### src/rtl/tour_cmd_sequencer.sv
// rtl/tour_cmd_sequencer.sv - knight-tour command scheduler feeding RemoteComm
// Move-code FIFO plus the FSM that turns each move into CAL/X/Y commands with A5 acks.

module tour_cmd_fifo #(
  parameter int DEPTH = 8,
  parameter int W     = 3
) (
  input  logic         clk_i,
  input  logic         rst_i,
  input  logic         wr_i,
  input  logic [W-1:0] wdata_i,
  input  logic         rd_i,
  output logic [W-1:0] rdata_o,
  output logic         empty_o,
  output logic         full_o
);
  localparam int AW = $clog2(DEPTH);

  logic [W-1:0] mem_q [DEPTH];
  logic [AW:0]  wptr_q, wptr_d;
  logic [AW:0]  rptr_q, rptr_d;
  logic         push, pop;

  // Extra pointer bit separates full from empty when the index bits match.
  assign full_o  = (wptr_q[AW] != rptr_q[AW]) && (wptr_q[AW-1:0] == rptr_q[AW-1:0]);
  assign empty_o = (wptr_q == rptr_q);
  assign push    = wr_i & ~full_o;
  assign pop     = rd_i & ~empty_o;
  assign rdata_o = mem_q[rptr_q[AW-1:0]];
  assign wptr_d  = push ? wptr_q + 1'b1 : wptr_q;
  assign rptr_d  = pop  ? rptr_q + 1'b1 : rptr_q;

  always_ff @(posedge clk_i) begin
    if (rst_i) begin
      wptr_q <= '0;
      rptr_q <= '0;
    end else begin
      wptr_q <= wptr_d;
      rptr_q <= rptr_d;
    end
  end

  always_ff @(posedge clk_i) begin
    if (push) mem_q[wptr_q[AW-1:0]] <= wdata_i;
  end
endmodule

module tour_cmd_sequencer #(
  parameter int FIFO_DEPTH   = 8,
  parameter int RESP_TIMEOUT = 2000000
) (
  input  logic        clk_i,
  input  logic        rst_i,
  input  logic        mv_wr_i,
  input  logic [2:0]  mv_in_i,
  input  logic        go_i,
  output logic        fifo_full_o,
  output logic [15:0] cmd_o,
  output logic        snd_cmd_o,
  input  logic        cmd_snt_i,
  input  logic        resp_rdy_i,
  input  logic [7:0]  resp_i,
  output logic        busy_o,
  output logic        done_o,
  output logic        err_o,
  output logic [1:0]  err_code_o,
  output logic [4:0]  legs_ok_o
);
  localparam int         TW       = (RESP_TIMEOUT > 2) ? $clog2(RESP_TIMEOUT) : 1;
  localparam logic [15:0] CAL_GYRO = 16'h2000;
  localparam logic [3:0]  OP_MOVE  = 4'h4;
  localparam logic [3:0]  OP_FANF  = 4'h5;
  localparam logic [7:0]  HDG_N    = 8'h00;
  localparam logic [7:0]  HDG_W    = 8'h3F;
  localparam logic [7:0]  HDG_S    = 8'h7F;
  localparam logic [7:0]  HDG_E    = 8'hBF;
  localparam logic [7:0]  ACK      = 8'hA5;
  localparam logic [1:0]  ERR_RESP = 2'b01;
  localparam logic [1:0]  ERR_TMO  = 2'b10;

  typedef enum logic [2:0] {
    S_IDLE, S_CAL, S_SEND, S_WAIT_SNT, S_WAIT_RESP, S_LOAD, S_DONE, S_ERR
  } state_e;

  typedef enum logic [1:0] {LEG_CAL, LEG_X, LEG_Y} leg_e;

  state_e        state_q, state_d;
  leg_e          leg_q, leg_d;
  logic [15:0]   cmd_q, cmd_d;
  logic          snd_q, snd_d;
  logic [TW-1:0] timer_q, timer_d;
  logic [2:0]    code_q, code_d;
  logic [4:0]    legs_q, legs_d;
  logic [1:0]    errc_q, errc_d;
  logic          pop;
  logic [2:0]    head;
  logic          empty;

  tour_cmd_fifo #(.DEPTH(FIFO_DEPTH), .W(3)) u_fifo (
    .clk_i   (clk_i),
    .rst_i   (rst_i),
    .wr_i    (mv_wr_i),
    .wdata_i (mv_in_i),
    .rd_i    (pop),
    .rdata_o (head),
    .empty_o (empty),
    .full_o  (fifo_full_o)
  );

  // Codes 0-3 move east; |dx|==1 exactly when code[1]==code[0], and then |dy|==2.
  function automatic logic [15:0] x_leg(input logic [2:0] code);
    logic [7:0] hdg;
    logic [3:0] sq;
    hdg = code[2] ? HDG_W : HDG_E;
    sq  = (code[1] ~^ code[0]) ? 4'd1 : 4'd2;
    return {OP_MOVE, hdg, sq};
  endfunction

  // North for codes 0,1,6,7, i.e. when code[2]==code[1].
  function automatic logic [15:0] y_leg(input logic [2:0] code, input logic last);
    logic [7:0] hdg;
    logic [3:0] sq;
    hdg = (code[2] ~^ code[1]) ? HDG_N : HDG_S;
    sq  = (code[1] ~^ code[0]) ? 4'd2 : 4'd1;
    return {(last ? OP_FANF : OP_MOVE), hdg, sq};
  endfunction

  always_comb begin
    state_d = state_q;
    leg_d   = leg_q;
    cmd_d   = cmd_q;
    timer_d = timer_q;
    code_d  = code_q;
    legs_d  = legs_q;
    errc_d  = errc_q;
    pop     = 1'b0;
    snd_d   = 1'b0;

    unique case (state_q)
      S_IDLE, S_DONE, S_ERR: begin
        if (go_i) begin
          if (state_q != S_IDLE) begin
            legs_d  = '0;
            errc_d  = '0;
            state_d = S_IDLE;
          end
          if (!empty) begin
            state_d = S_CAL;
            cmd_d   = CAL_GYRO;
            leg_d   = LEG_CAL;
          end
        end
      end
      S_CAL, S_SEND: state_d = S_WAIT_SNT;
      S_WAIT_SNT: begin
        if (cmd_snt_i) begin
          timer_d = '0;
          state_d = S_WAIT_RESP;
        end
      end
      S_WAIT_RESP: begin
        timer_d = timer_q + 1'b1;
        if (resp_rdy_i) begin
          if (resp_i == ACK) begin
            if (leg_q != LEG_CAL && legs_q != 5'd31) legs_d = legs_q + 5'd1;
            if (leg_q == LEG_X) begin
              cmd_d   = y_leg(code_q, empty);
              leg_d   = LEG_Y;
              state_d = S_SEND;
            end else begin
              state_d = empty ? S_DONE : S_LOAD;
            end
          end else begin
            errc_d  = ERR_RESP;
            state_d = S_ERR;
          end
        end else if (timer_q == TW'(RESP_TIMEOUT - 1)) begin
          errc_d  = ERR_TMO;
          state_d = S_ERR;
        end
      end
      S_LOAD: begin
        pop     = 1'b1;
        code_d  = head;
        cmd_d   = x_leg(head);
        leg_d   = LEG_X;
        state_d = S_SEND;
      end
      default: state_d = S_IDLE;
    endcase

    // Registered pulse: high for exactly the one cycle spent in CAL/SEND.
    snd_d = (state_d == S_CAL) || (state_d == S_SEND);
  end

  always_ff @(posedge clk_i) begin
    if (rst_i) begin
      state_q <= S_IDLE;
      leg_q   <= LEG_CAL;
      cmd_q   <= '0;
      snd_q   <= 1'b0;
      timer_q <= '0;
      code_q  <= '0;
      legs_q  <= '0;
      errc_q  <= '0;
    end else begin
      state_q <= state_d;
      leg_q   <= leg_d;
      cmd_q   <= cmd_d;
      snd_q   <= snd_d;
      timer_q <= timer_d;
      code_q  <= code_d;
      legs_q  <= legs_d;
      errc_q  <= errc_d;
    end
  end

  assign cmd_o      = cmd_q;
  assign snd_cmd_o  = snd_q;
  assign busy_o     = !(state_q == S_IDLE || state_q == S_DONE || state_q == S_ERR);
  assign done_o     = (state_q == S_DONE);
  assign err_o      = (state_q == S_ERR);
  assign err_code_o = errc_q;
  assign legs_ok_o  = legs_q;
endmodule

### config.mk
export PLATFORM = sky130hd
export DESIGN_NAME = tour_cmd_sequencer
export DESIGN_NICKNAME = d
export VERILOG_FILES = /design/src/rtl/tour_cmd_sequencer.sv
export SDC_FILE = /design/constraint.sdc
export NUM_CORES = 1
export LEC_CHECK = 0
export BUFFER_PORTS_ARGS = -buffer_cell sky130_fd_sc_hd__buf_2
export CAP_MARGIN = 20
export CORE_MARGIN = 1
export CORE_UTILIZATION = 52
export DETAILED_ROUTE_END_ITERATION = 10
export PLACE_DENSITY = 0.8
export SYNTH_ARGS = -nofsm -noshare
export SYNTH_HDL_FRONTEND = slang
export SYNTH_SLANG_ARGS = --single-unit
### constraint.sdc
create_clock -name clk_i -period 1.9 [get_ports clk_i]
set_clock_uncertainty 0.05 [all_clocks]
set_input_delay 0.19 -clock clk_i [delete_from_list [all_inputs] [get_ports clk_i]]
set_output_delay 0.19 -clock clk_i [all_outputs]
set_load 0.005 [all_outputs]
==> results.toml <==
[status]
run_status = "finished, violations left"
violations = "setup timing"

[clock_network]
cts_htree_levels = 3
worst_setup_hold_path_clk_slew_ps = 90
clock_tree.root_cell = "sky130_fd_sc_hd__clkbuf_8"
holdBufCountCts = 0
numCtsBuffers = 9
numClockSinks = 80
clk_path_buf_depth = 2
tritoncts = "yes"
clock_insertion_delay_at_the_later_pin_of_the_skew_report_ps = 360

[critical_path]
worstSetupEndpointType = "flip-flop"
worst-path-max-fanout = 2
cp_top_family = "simple AND/OR/NAND/NOR gates"
worstSetupPathType = "flip-flop to flip-flop"
crit_chain = "or4b_1, or4_4, o31ai_4, a21oi_2, xnor2_1, nor3b_1"
cp_slowest_stage_delay_ps = 500
critical_path.slowest_cell = "sky130_fd_sc_hd__or4b_1"
cp.required_ps = 2130
worst-endpoint-arrival_ps = 2310
critical_path_buf_inv_count = 0
timing.critical_path.from_type = "flip-flop"

[sta]
rsz_0062_raised_after_global_routing = "true"
minimum_clock_period_ps = 2080
hold_viol = 0
hold-worst-slack_ps = 64.2
timing.final.max_slew_violations = 0
tns_ps = -593
finalCritPeriodShare_pct = 110
worst_slack_ps = -183
timing.fmax_mhz = 480
setup_violations = 4

[power]
power_density_mw_per_mm2 = 779
cellLeakagePower_nw = 1.93
vdd.ir_drop.worst_uv = 683

[global_routing]
grt.overflow.total = 0
grt_max_degree = 24
grt_antenna_before_repair = 0
grt_pass1_wl_mm = 14.2
grt_use_total_pct = 24.7
grt_pass1_vias = 3098

[floorplanning]
die_h_um = 87.1
core_area_sq_mm = 0.00691
floorplan.die.width_um = 87.1
io_pins = 45
initial_utilization_pct = 54.5
placement_rows = 30
die-area_sq_mm = 0.00758

[drt]
detail_route.wl_per_cell_um = 15.1
drt_first_pass_iters = 4
routed_wirelength_mm = 8.70
drt-initial-drc-count = 164
avgViaCountPerCell = 5.48
final_antenna_net_count = 0
drc_violations = 0
vias = 3160

[synthesis]
synth-main-ff-cell = "sky130_fd_sc_hd__dfxtp_1"
syn_area_per_cell_sq_um = 9.72
syn-instance-count = 387
synth_warnings = 0
synth-edff-count = 24
async_sr_flop_fraction_pct = 0
synth_seq_cells = 80
seq_area_frac_synth_pct = 49.0
synth.cell_area_sq_mm = 0.00376
yosys.cell_types.count = 62

[cells_and_area]
final_layout_size_suffix_gt1_share_pct = 34.5
flow.area_growth_from_synthesis_pct = 27.8
diodes = 0
area.sequential_sq_mm = 0.00185
layout.nets = 498
multiInputGateArea_sq_mm = 0.00192
num-fill-cells = 530

[placement]
io_buffers = 41
dpl.hpwl_mm = 6.30
place.gp.congestion = 0.847

[min_path]
hold_class = "input pin to flip-flop"

[run]
reported_max_cap_violation_count = 0
-- per-layer routing --
| layer | GRT usage, % | vias to the layer above | wire, um |
|---|---|---|---|
| li1 | - | 1552 | - |
| met1 | 29.4 | 1528 | 3660 |
| met2 | 44.1 | 68 | 4560 |
| met3 | 6.73 | 12 | 339 |
| met4 | 6.36 | 0 | 146 |
| met5 | 0 | - | 0 |
-- registers in the layout, summed over array words and instances, names as in the netlist, 3 cells and up, named ones only --
register       flops
cmd_o              8
code_q             3
legs_ok_o          5
timer_q           21
u_fifo.rptr_q      4
state_q            3
u_fifo.wptr_q      4
u_fifo.mem_q      24
-- kinds of logic (layout without fill, tap and decap cells) --
family	Yosys count	after routing	synth area share, %
simple gates	168	168	22.8
fa+ha+maj	5	5	1.66
mux	15	15	6.09
flops	80	80	49.0
buf+inv	34	126	4.46
xor+xnor	16	16	3.72
compound gates	68	68	12.2
other cells	1	3	0.0997
-- placed cells by master, fill, tap and decap left out, types with 3 or more instances in the layout --
master and n:
sky130_fd_sc_hd__a311oi_1 3, sky130_fd_sc_hd__mux4_2 6, sky130_fd_sc_hd__or3_1 5, sky130_fd_sc_hd__nand2_1 33
sky130_fd_sc_hd__xnor2_1 5, sky130_fd_sc_hd__nor3_4 3, sky130_fd_sc_hd__nor2b_1 5, sky130_fd_sc_hd__ha_1 4
sky130_fd_sc_hd__nand2b_1 4, sky130_fd_sc_hd__dfxtp_1 52, sky130_fd_sc_hd__inv_1 8, sky130_fd_sc_hd__a211oi_1 3
sky130_fd_sc_hd__xor2_1 7, sky130_fd_sc_hd__a21oi_1 21, sky130_fd_sc_hd__buf_4 60, sky130_fd_sc_hd__nand3_1 19
sky130_fd_sc_hd__o21a_1 6, sky130_fd_sc_hd__xor2_2 3, sky130_fd_sc_hd__conb_1 3, sky130_fd_sc_hd__and3_1 5
sky130_fd_sc_hd__nand4_1 4, sky130_fd_sc_hd__nor2_1 54, sky130_fd_sc_hd__mux2_2 3, sky130_fd_sc_hd__o21ai_0 12
sky130_fd_sc_hd__buf_2 41, sky130_fd_sc_hd__nor3_1 7, sky130_fd_sc_hd__a221oi_2 3, sky130_fd_sc_hd__edfxtp_1 24
sky130_fd_sc_hd__dfxtp_2 3, sky130_fd_sc_hd__clkbuf_8 9, sky130_fd_sc_hd__mux2i_1 4, sky130_fd_sc_hd__a31oi_1 4
-- cell usage after synthesis, types with 6 or more instances --
library cell | count | area share (%)
sky130_fd_sc_hd__buf_4 | 8 | 1.6
sky130_fd_sc_hd__dfxtp_1 | 56 | 30
sky130_fd_sc_hd__o21ai_0 | 12 | 1.6
sky130_fd_sc_hd__xor2_1 | 10 | 2.3
sky130_fd_sc_hd__mux2i_1 | 6 | 1.6
sky130_fd_sc_hd__clkbuf_1 | 15 | 1.5
sky130_fd_sc_hd__nand2_1 | 33 | 3.3
sky130_fd_sc_hd__mux4_2 | 6 | 3.6
sky130_fd_sc_hd__edfxtp_1 | 24 | 19
sky130_fd_sc_hd__inv_1 | 8 | 0.80
sky130_fd_sc_hd__nand3_1 | 21 | 2.8
sky130_fd_sc_hd__a21oi_1 | 21 | 2.8
sky130_fd_sc_hd__nor2b_1 | 6 | 1.0
sky130_fd_sc_hd__nor2_1 | 56 | 5.6
sky130_fd_sc_hd__o21a_1 | 6 | 1.2
sky130_fd_sc_hd__nor3_1 | 7 | 0.93
sky130_fd_sc_hd__xnor2_1 | 6 | 1.4
-- metrics by stage --
stage	utilization (%)	power, mW	worst slack (ps)	cell area [sq um]	std cells
final	69.6	3.75	-183	4810	577
after global routing	69.6	3.90	-292	4810	577
after CTS	67.6	3.71	-190	4670	574
after detailed placement	64.4	2.39	-177	4450	558
after global placement	64.4	2.38	-131	4450	558
after floorplan	-	2.15	-99.9	3810	389
-- area by class of cell --
type	count	area share (%)
timing repair buffer	102	14.0
tap	96	2.50
multi-input combinational	275	40.0
clock buffer	9	2.58
inverter	8	0.624
clock inverter	7	1.80
sequential	80	38.4
-- where the power goes --
| part | total (mW) | internal, mW | switching (mW) |
|---|---|---|---|
| Sequential | 1.84 | 1.80 | 0.0336 |
| Combinational | 0.576 | 0.287 | 0.289 |
| Clock | 1.34 | 0.637 | 0.699 |
| Total | 3.75 | 2.73 | 1.02 |
-- repair_timing --
item	4_1_cts	5_1_grt
pin swaps	0	10
gates resized for setup	4	25
setup buffers	0	3
endpoints found under the setup margin	15	33
-- path summary, 6_finish.rpt --
kind	startpoint	to	slack, ps	depth (start not counted)
min reg2reg	cmd_o[10]	cmd_o[10]	420	2
max	timer_q[11]	snd_cmd_o	-180	6
max reg2reg	timer_q[11]	snd_cmd_o	-180	6
min	mv_in_i[1]	u_fifo.mem_q[0][1]	60	1
Note: power is estimated with default switching activity, not from simulation.
